`config.mk`:
```
export PLATFORM = sky130hd
export DESIGN_NAME = knn_query_sequencer_flat
export DESIGN_NICKNAME = d
export VERILOG_FILES = /design/src/rtl/knn_query_sequencer_if.sv /design/src/rtl/knn_query_sequencer.sv /design/src/flat_wrapper.sv
export SDC_FILE = /design/constraint.sdc
export NUM_CORES = 1
export LEC_CHECK = 0
export ABC_AREA = 1
export CORE_UTILIZATION = 44
export CTS_CLUSTER_SIZE = 16
export DETAILED_ROUTE_END_ITERATION = 8
export GPL_ROUTABILITY_DRIVEN = 0
export PLACE_DENSITY = 0.67
export SYNTH_ARGS = -nofsm -noshare
export SYNTH_HDL_FRONTEND = slang
export SYNTH_SLANG_ARGS = --single-unit
```
`constraint.sdc`:
```
create_clock -name clk -period 2.5 [get_ports clk]
set_clock_uncertainty 0.2 [all_clocks]
set_input_delay 0.5 -clock clk [delete_from_list [all_inputs] [get_ports clk]]
set_output_delay 0.5 -clock clk [all_outputs]
set_load 0.005 [all_outputs]
```
`src/rtl/knn_query_sequencer_if.sv`:
```
// Interface between the query source / result consumer, the k-NN classifier
// and the query sequencer. The sequencer connects through the slave modport.
interface knn_query_sequencer_if #(
    parameter int unsigned DATA_WIDTH   = 8,
    parameter int unsigned NUM_FEATURES = 2,
    parameter int unsigned TAG_WIDTH    = 4
);
    // Query side
    logic                               q_valid;
    logic                               q_ready;
    logic [DATA_WIDTH*NUM_FEATURES-1:0] q_data;
    logic [DATA_WIDTH-1:0]              q_k;
    // Classifier side
    logic                               knn_start;
    logic [DATA_WIDTH*NUM_FEATURES-1:0] knn_test_data;
    logic [DATA_WIDTH-1:0]              knn_k_value;
    logic                               knn_done;
    logic                               knn_class;
    // Result side
    logic                               r_valid;
    logic                               r_ready;
    logic                               r_class;
    logic [TAG_WIDTH-1:0]               r_tag;
    logic [1:0]                         r_status;

    modport slave (
        input  q_valid, q_data, q_k, knn_done, knn_class, r_ready,
        output q_ready, knn_start, knn_test_data, knn_k_value,
               r_valid, r_class, r_tag, r_status
    );

    modport master (
        output q_valid, q_data, q_k, knn_done, knn_class, r_ready,
        input  q_ready, knn_start, knn_test_data, knn_k_value,
               r_valid, r_class, r_tag, r_status
    );
endinterface

```
`src/rtl/knn_query_sequencer.sv`:
```
// Host-side initiator for the k-NN classifier: queues queries in a small FIFO,
// issues them one at a time, and returns each result with its sequence tag
// and a status code (00 ok, 01 timeout, 10 bad k).
module knn_query_sequencer #(
    parameter int unsigned DATA_WIDTH     = 8,
    parameter int unsigned NUM_FEATURES   = 2,
    parameter int unsigned FIFO_DEPTH     = 4,
    parameter int unsigned TAG_WIDTH      = 4,
    parameter int unsigned MAX_K          = 15,
    parameter int unsigned TIMEOUT_CYCLES = 4096
) (
    input  logic                        clk,
    input  logic                        rst_n,
    knn_query_sequencer_if.slave        bus,
    output logic                        busy,
    output logic [$clog2(FIFO_DEPTH):0] q_count
);
    localparam int unsigned TD_W  = DATA_WIDTH * NUM_FEATURES;
    localparam int unsigned PTR_W = $clog2(FIFO_DEPTH);
    localparam int unsigned CNT_W = PTR_W + 1;
    localparam int unsigned TMR_W = $clog2(TIMEOUT_CYCLES + 1);
    localparam int unsigned ENT_W = TD_W + DATA_WIDTH + TAG_WIDTH;

    typedef enum logic [1:0] {ST_IDLE, ST_ISSUE, ST_WAIT, ST_RESULT} state_t;

    state_t                r_state;
    state_t                w_state_next;
    logic [ENT_W-1:0]      r_mem [FIFO_DEPTH];
    logic [PTR_W-1:0]      r_wr_ptr;
    logic [PTR_W-1:0]      r_rd_ptr;
    logic [CNT_W-1:0]      r_count;
    logic [TAG_WIDTH-1:0]  r_tag_cnt;
    logic                  r_q_ready;
    logic                  r_knn_start;
    logic [TD_W-1:0]       r_test_data;
    logic [DATA_WIDTH-1:0] r_k_value;
    logic                  r_r_valid;
    logic                  r_class;
    logic [TAG_WIDTH-1:0]  r_tag;
    logic [1:0]            r_status;
    logic                  r_busy;
    logic [TMR_W-1:0]      r_timer;
    logic                  r_armed;

    logic                  w_push;
    logic                  w_pop;
    logic                  w_bad_k;
    logic                  w_done_ok;
    logic                  w_timeout;
    logic [CNT_W-1:0]      w_count_next;
    logic [TD_W-1:0]       w_head_data;
    logic [DATA_WIDTH-1:0] w_head_k;
    logic [TAG_WIDTH-1:0]  w_head_tag;

    assign {w_head_data, w_head_k, w_head_tag} = r_mem[r_rd_ptr];
    assign w_push       = bus.q_valid && r_q_ready;
    assign w_count_next = r_count + CNT_W'(w_push) - CNT_W'(w_pop);

    assign bus.q_ready       = r_q_ready;
    assign bus.knn_start     = r_knn_start;
    assign bus.knn_test_data = r_test_data;
    assign bus.knn_k_value   = r_k_value;
    assign bus.r_valid       = r_r_valid;
    assign bus.r_class       = r_class;
    assign bus.r_tag         = r_tag;
    assign bus.r_status      = r_status;
    assign busy              = r_busy;
    assign q_count           = r_count;

    // FSM state register
    always_ff @(posedge clk or negedge rst_n) begin
        if (!rst_n) r_state <= ST_IDLE;
        else        r_state <= w_state_next;
    end

    // Next-state decode and per-cycle control strobes
    always_comb begin
        w_state_next = r_state;
        w_pop        = 1'b0;
        w_bad_k      = 1'b0;
        w_done_ok    = 1'b0;
        w_timeout    = 1'b0;
        case (r_state)
            ST_IDLE: begin
                if (r_count != '0) begin
                    w_pop = 1'b1;
                    if ((w_head_k == '0) || (w_head_k > DATA_WIDTH'(MAX_K))) begin
                        w_bad_k      = 1'b1;
                        w_state_next = ST_RESULT;
                    end else begin
                        w_state_next = ST_ISSUE;
                    end
                end
            end
            ST_ISSUE: w_state_next = ST_WAIT;
            ST_WAIT: begin
                // A done level left over from the previous query only counts
                // once it has been seen low during this wait.
                if (bus.knn_done && r_armed) begin
                    w_done_ok    = 1'b1;
                    w_state_next = ST_RESULT;
                end else if (r_timer == TMR_W'(TIMEOUT_CYCLES - 1)) begin
                    w_timeout    = 1'b1;
                    w_state_next = ST_RESULT;
                end
            end
            ST_RESULT: if (bus.r_ready) w_state_next = ST_IDLE;
            default:   w_state_next = ST_IDLE;
        endcase
    end

    // FIFO storage; contents are qualified by the occupancy count
    always_ff @(posedge clk) begin
        if (w_push) r_mem[r_wr_ptr] <= {bus.q_data, bus.q_k, r_tag_cnt};
    end

    // FIFO pointers, tag counter, timer and registered outputs
    always_ff @(posedge clk or negedge rst_n) begin
        if (!rst_n) begin
            r_wr_ptr    <= '0;
            r_rd_ptr    <= '0;
            r_count     <= '0;
            r_tag_cnt   <= '0;
            r_q_ready   <= 1'b0;
            r_knn_start <= 1'b0;
            r_test_data <= '0;
            r_k_value   <= '0;
            r_r_valid   <= 1'b0;
            r_class     <= 1'b0;
            r_tag       <= '0;
            r_status    <= 2'b00;
            r_busy      <= 1'b0;
            r_timer     <= '0;
            r_armed     <= 1'b0;
        end else begin
            if (w_push) begin
                r_wr_ptr  <= r_wr_ptr + PTR_W'(1);
                r_tag_cnt <= r_tag_cnt + TAG_WIDTH'(1);
            end
            if (w_pop) begin
                r_rd_ptr <= r_rd_ptr + PTR_W'(1);
                r_tag    <= w_head_tag;
                if (!w_bad_k) begin
                    r_test_data <= w_head_data;
                    r_k_value   <= w_head_k;
                end
            end
            r_count     <= w_count_next;
            r_q_ready   <= (w_count_next != CNT_W'(FIFO_DEPTH));
            r_knn_start <= (w_state_next == ST_ISSUE);
            r_r_valid   <= (w_state_next == ST_RESULT);
            r_busy      <= (w_state_next != ST_IDLE);

            if (r_state == ST_ISSUE) begin
                r_timer <= '0;
                r_armed <= 1'b0;
            end else if (r_state == ST_WAIT) begin
                r_timer <= r_timer + TMR_W'(1);
                if (!bus.knn_done) r_armed <= 1'b1;
            end

            if (w_done_ok) begin
                r_class  <= bus.knn_class;
                r_status <= 2'b00;
            end else if (w_timeout) begin
                r_class  <= 1'b0;
                r_status <= 2'b01;
            end else if (w_bad_k) begin
                r_class  <= 1'b0;
                r_status <= 2'b10;
            end
        end
    end
endmodule

```
`src/flat_wrapper.sv`:
```
// flat-port wrapper written by rule: the top's interface ports become plain ports
module knn_query_sequencer_flat 
#(
    parameter int unsigned DATA_WIDTH     = 8,
    parameter int unsigned NUM_FEATURES   = 2,
    parameter int unsigned FIFO_DEPTH     = 4,
    parameter int unsigned TAG_WIDTH      = 4,
    parameter int unsigned MAX_K          = 15,
    parameter int unsigned TIMEOUT_CYCLES = 4096
)
  (clk, rst_n, busy, q_count, bus_q_valid, bus_q_data, bus_q_k, bus_knn_done, bus_knn_class, bus_r_ready, bus_q_ready, bus_knn_start, bus_knn_test_data, bus_knn_k_value, bus_r_valid, bus_r_class, bus_r_tag, bus_r_status);
  knn_query_sequencer_if #(.DATA_WIDTH(DATA_WIDTH), .NUM_FEATURES(NUM_FEATURES), .TAG_WIDTH(TAG_WIDTH)) bus_i ();
  input  logic clk;
  input  logic rst_n;
  output logic busy;
  output logic [$clog2(FIFO_DEPTH):0] q_count;
  input wire logic [$bits(bus_i.q_valid)-1:0] bus_q_valid;
  input wire logic [$bits(bus_i.q_data)-1:0] bus_q_data;
  input wire logic [$bits(bus_i.q_k)-1:0] bus_q_k;
  input wire logic [$bits(bus_i.knn_done)-1:0] bus_knn_done;
  input wire logic [$bits(bus_i.knn_class)-1:0] bus_knn_class;
  input wire logic [$bits(bus_i.r_ready)-1:0] bus_r_ready;
  output wire logic [$bits(bus_i.q_ready)-1:0] bus_q_ready;
  output wire logic [$bits(bus_i.knn_start)-1:0] bus_knn_start;
  output wire logic [$bits(bus_i.knn_test_data)-1:0] bus_knn_test_data;
  output wire logic [$bits(bus_i.knn_k_value)-1:0] bus_knn_k_value;
  output wire logic [$bits(bus_i.r_valid)-1:0] bus_r_valid;
  output wire logic [$bits(bus_i.r_class)-1:0] bus_r_class;
  output wire logic [$bits(bus_i.r_tag)-1:0] bus_r_tag;
  output wire logic [$bits(bus_i.r_status)-1:0] bus_r_status;
  assign bus_i.q_valid = bus_q_valid;
  assign bus_i.q_data = bus_q_data;
  assign bus_i.q_k = bus_q_k;
  assign bus_i.knn_done = bus_knn_done;
  assign bus_i.knn_class = bus_knn_class;
  assign bus_i.r_ready = bus_r_ready;
  assign bus_q_ready = bus_i.q_ready;
  assign bus_knn_start = bus_i.knn_start;
  assign bus_knn_test_data = bus_i.knn_test_data;
  assign bus_knn_k_value = bus_i.knn_k_value;
  assign bus_r_valid = bus_i.r_valid;
  assign bus_r_class = bus_i.r_class;
  assign bus_r_tag = bus_i.r_tag;
  assign bus_r_status = bus_i.r_status;
  knn_query_sequencer #(.DATA_WIDTH(DATA_WIDTH), .NUM_FEATURES(NUM_FEATURES), .FIFO_DEPTH(FIFO_DEPTH), .TAG_WIDTH(TAG_WIDTH), .MAX_K(MAX_K), .TIMEOUT_CYCLES(TIMEOUT_CYCLES)) u_core (.clk(clk), .rst_n(rst_n), .bus(bus_i), .busy(busy), .q_count(q_count));
endmodule
```
==> metrics <==
CP startpoint u_core.r_state[1]; reg2reg start u_core.r_state[1]; cell count after synthesis 599; worst rel slew slack 64.7%; Die H 128 um; sink of the worst hold path u_core.bus.knn_test_data[10]; Worst Hold Class flop to flop; Detail Route Antenna Nets 0; DRT Wirelength 14,100 um; Yosys top cell area share 47.8%; # clock sinks 174; I/O pins 68; Net Count, Synth 642; synthesized area per cell 11.7 um^2; Peak VDD IR 0.568 mV; Port Buffers 67; H-tree Lvls 4; period utilization 97.7%; cell accounting for the most synthesized area edfxtp_1; Slew Viols, Final 0; die area 16,500 um^2; hold violation count in the final report 0; Vias 4,544; Post-synth ARST share 35.6%; WL/cell 15.5 um; final core occ 56.4%; starting density of the core 45.7%; Critical Path AT 2.57 ns; CP Capture Type flop; first-pass detailed-route iteration total 4; Slew @ Worst Pin 0.529 ns; total CTS buffers 17; Seq/Total Area, Yosys 69.9%; Hold Path Origin u_core.bus.knn_test_data[10]; ant diodes 0; reg2reg setup slack 0.06 ns; largest net degree at the start of global routing 46; Root Buffer clkbuf_16; row count 45; Top FF cell, synth edfxtp_1; minimum clock period 2.44 ns; crit path kind flop to flop; Worst-path clk slew 0.06 ns; post-synth design cell area 7030 um^2; Post-synth EDFFs 112; worst skew pair latency 0.43 ns; Vias/cell 4.98; Core Region 15,400 um^2; CTS tree built; Critical Path Start Type flop; post-synthesis cell type count 30; Place WS 0.0456 ns; worst setup margin 0.0567 ns; PD cells 1190 nW/um^2; Bufs on Longest Clock Path 2; area delta synth->final 23.2%; Crit Reg-Reg Endpoint u_core.q_count[2]; first-pass GRT wire length 23,000 um; nets 732; Leak 3.52 nW; final setup fails 0; Remaining DRCs 0; gr usage total 18.7%; status finished clean; Layout Cells excl Fill 913; die width 128 um; Hold Path Depth 2; initial DRC count 309; FMAX 409 MHz; yosys warns 0; initial antenna violation count 0; register bit total from synthesis 174; vias in the first global route 4,542; critical-path maximum fanout 3; Post-DP HPWL 9220 um; Placed Cells 876; Area contributors post-synth edfxtp_1, dfrtp_1, nand2_1; grt ovf 0; share of cells above drive strength 1 12.7%; max-cap violation count 0; worst reg2reg path depth 12; Worst EP required 2.62 ns
[cell usage after synthesis (4+ instances only)]
library cell / number
o22ai_1: 16
buf_2: 5
clkbuf_1: 10
o21ai_2: 20
dfrtp_1: 62
a21oi_1: 13
nor2_1: 76
xor2_1: 4
nand3_1: 24
buf_6: 5
inv_1: 55
xnor2_1: 4
o21ai_0: 46
edfxtp_1: 112
a31oi_1: 7
nand2_1: 109
ha_1: 12
nor3_1: 4
[registers in the layout (all words and copies together) (netlist names)]
signal,cells
u_core.r_mem,112
u_core.bus.knn_test_data,16
u_core.r_timer,13
u_core.bus.knn_k_value,8
u_core.bus.r_tag,4
u_core.r_tag_cnt,4
u_core.q_count,3
u_core.bus.r_status,2
u_core.r_rd_ptr,2
u_core.r_state,2
u_core.r_wr_ptr,2
u_core.bus.knn_start,1
u_core.bus.q_ready,1
u_core.bus.r_class,1
u_core.bus.r_valid,1
u_core.busy,1
u_core.r_armed,1
[worst max path at each step]
stage / slack [ns] / end / cells past startpoint
6_report: 0.06 / u_core.q_count[2] / 12
5_1_grt: -0.06 / u_core.bus.q_ready / 12
4_1_cts: 0.05 / u_core.bus.q_ready / 12
3_5_place_dp: 0.05 / u_core.bus.q_ready / 9
3_3_place_gp: 0.14 / u_core.bus.q_ready / 9
2_1_floorplan: -0.01 / u_core.r_mem[0][0] / 2
[placed cells by master, fill, tap and decap left out, types with 2 or more instances in the layout]
| master | n |
|---|---|
| clkbuf_16 | 17 |
| clkinv_2 | 6 |
| nand2_1 | 109 |
| nor2_2 | 4 |
| clkdlybuf4s50_1 | 66 |
| nand3_1 | 24 |
| xor2_1 | 4 |
| a21oi_1 | 13 |
| inv_1 | 52 |
| a31oi_1 | 7 |
| clkinvlp_4 | 2 |
| o22ai_1 | 16 |
| o21ai_0 | 46 |
| o21ai_2 | 20 |
| nor3_1 | 4 |
| clkbuf_1 | 2 |
| ha_1 | 11 |
| bufinv_16 | 3 |
| dfrtp_1 | 61 |
| inv_2 | 5 |
| xnor2_1 | 4 |
| buf_4 | 23 |
| edfxtp_1 | 112 |
| nand4_1 | 2 |
| nor2_1 | 72 |
| buf_12 | 3 |
[kinds of logic after synthesis]
kind of cell | after synthesis | synth area share (%)
compound gates | 104 | 8.95
xor+xnor | 8 | 0.997
fa+ha+maj | 13 | 2.42
buf+inv | 80 | 4.95
flops | 174 | 69.9
simple gates | 220 | 12.8
[repair_timing]
action,4_1_cts,5_1_grt
setup buffers,0,4
hold buffers,1,0
resized for setup,0,2
setup endpoints to repair,0,1
hold endpoints to repair,17,0
[critical path, cell delays in order (launching register included)]
cell	delay, ns
dfrtp_1	0.40
inv_2	0.07
ha_2	0.18
nand2_1	0.09
inv_2	0.04
ha_1	0.26
inv_1	0.06
ha_1	0.13
inv_1	0.04
fa_1	0.38
xnor2_1	0.21
xnor2_1	0.12
buf_4	0.14
[stage by stage]
stage	hold WS (ns)	TNS [ns]	cell area (um^2)	total power (W)
after floorplan	0.00441	-1.53	7040	0.00636
after global placement	0.250	0	8040	0.00758
after detailed placement	0.267	0	8040	0.00774
after CTS	0.282	0	8630	0.0104
after global routing	0.307	-0.103	8660	0.0110
final	0.278	0	8660	0.0103
[per-layer routing]
metal | up-vias | track usage (%) | part of all wire (%)
li1 | 2202 | - | -
met1 | 2240 | 23.6 | 44
met2 | 88 | 31.3 | 51
met3 | 14 | 4.32 | 3.7
met4 | 0 | 7.27 | 1.2
met5 | - | 0 | 0
[layout make-up]
type                       count  area, um^2
clock buffer                  19         433
clock inverter                13         148
fill                        1245        6710
inverter                      57         214
multi-input combinational    345        1780
sequential                   174        4920
tap                          211         264
timing repair buffer          94         908
[where the power goes]
group	leakage, nW	internal, W	total (W)	switching (W)
registers	1.81	0.00386	0.00422	0.000364
logic	1.43	0.00144	0.00353	0.00210
clock network	0.284	0.00155	0.00258	0.00103
No activity file was read; power rests on OpenSTA's default activity.
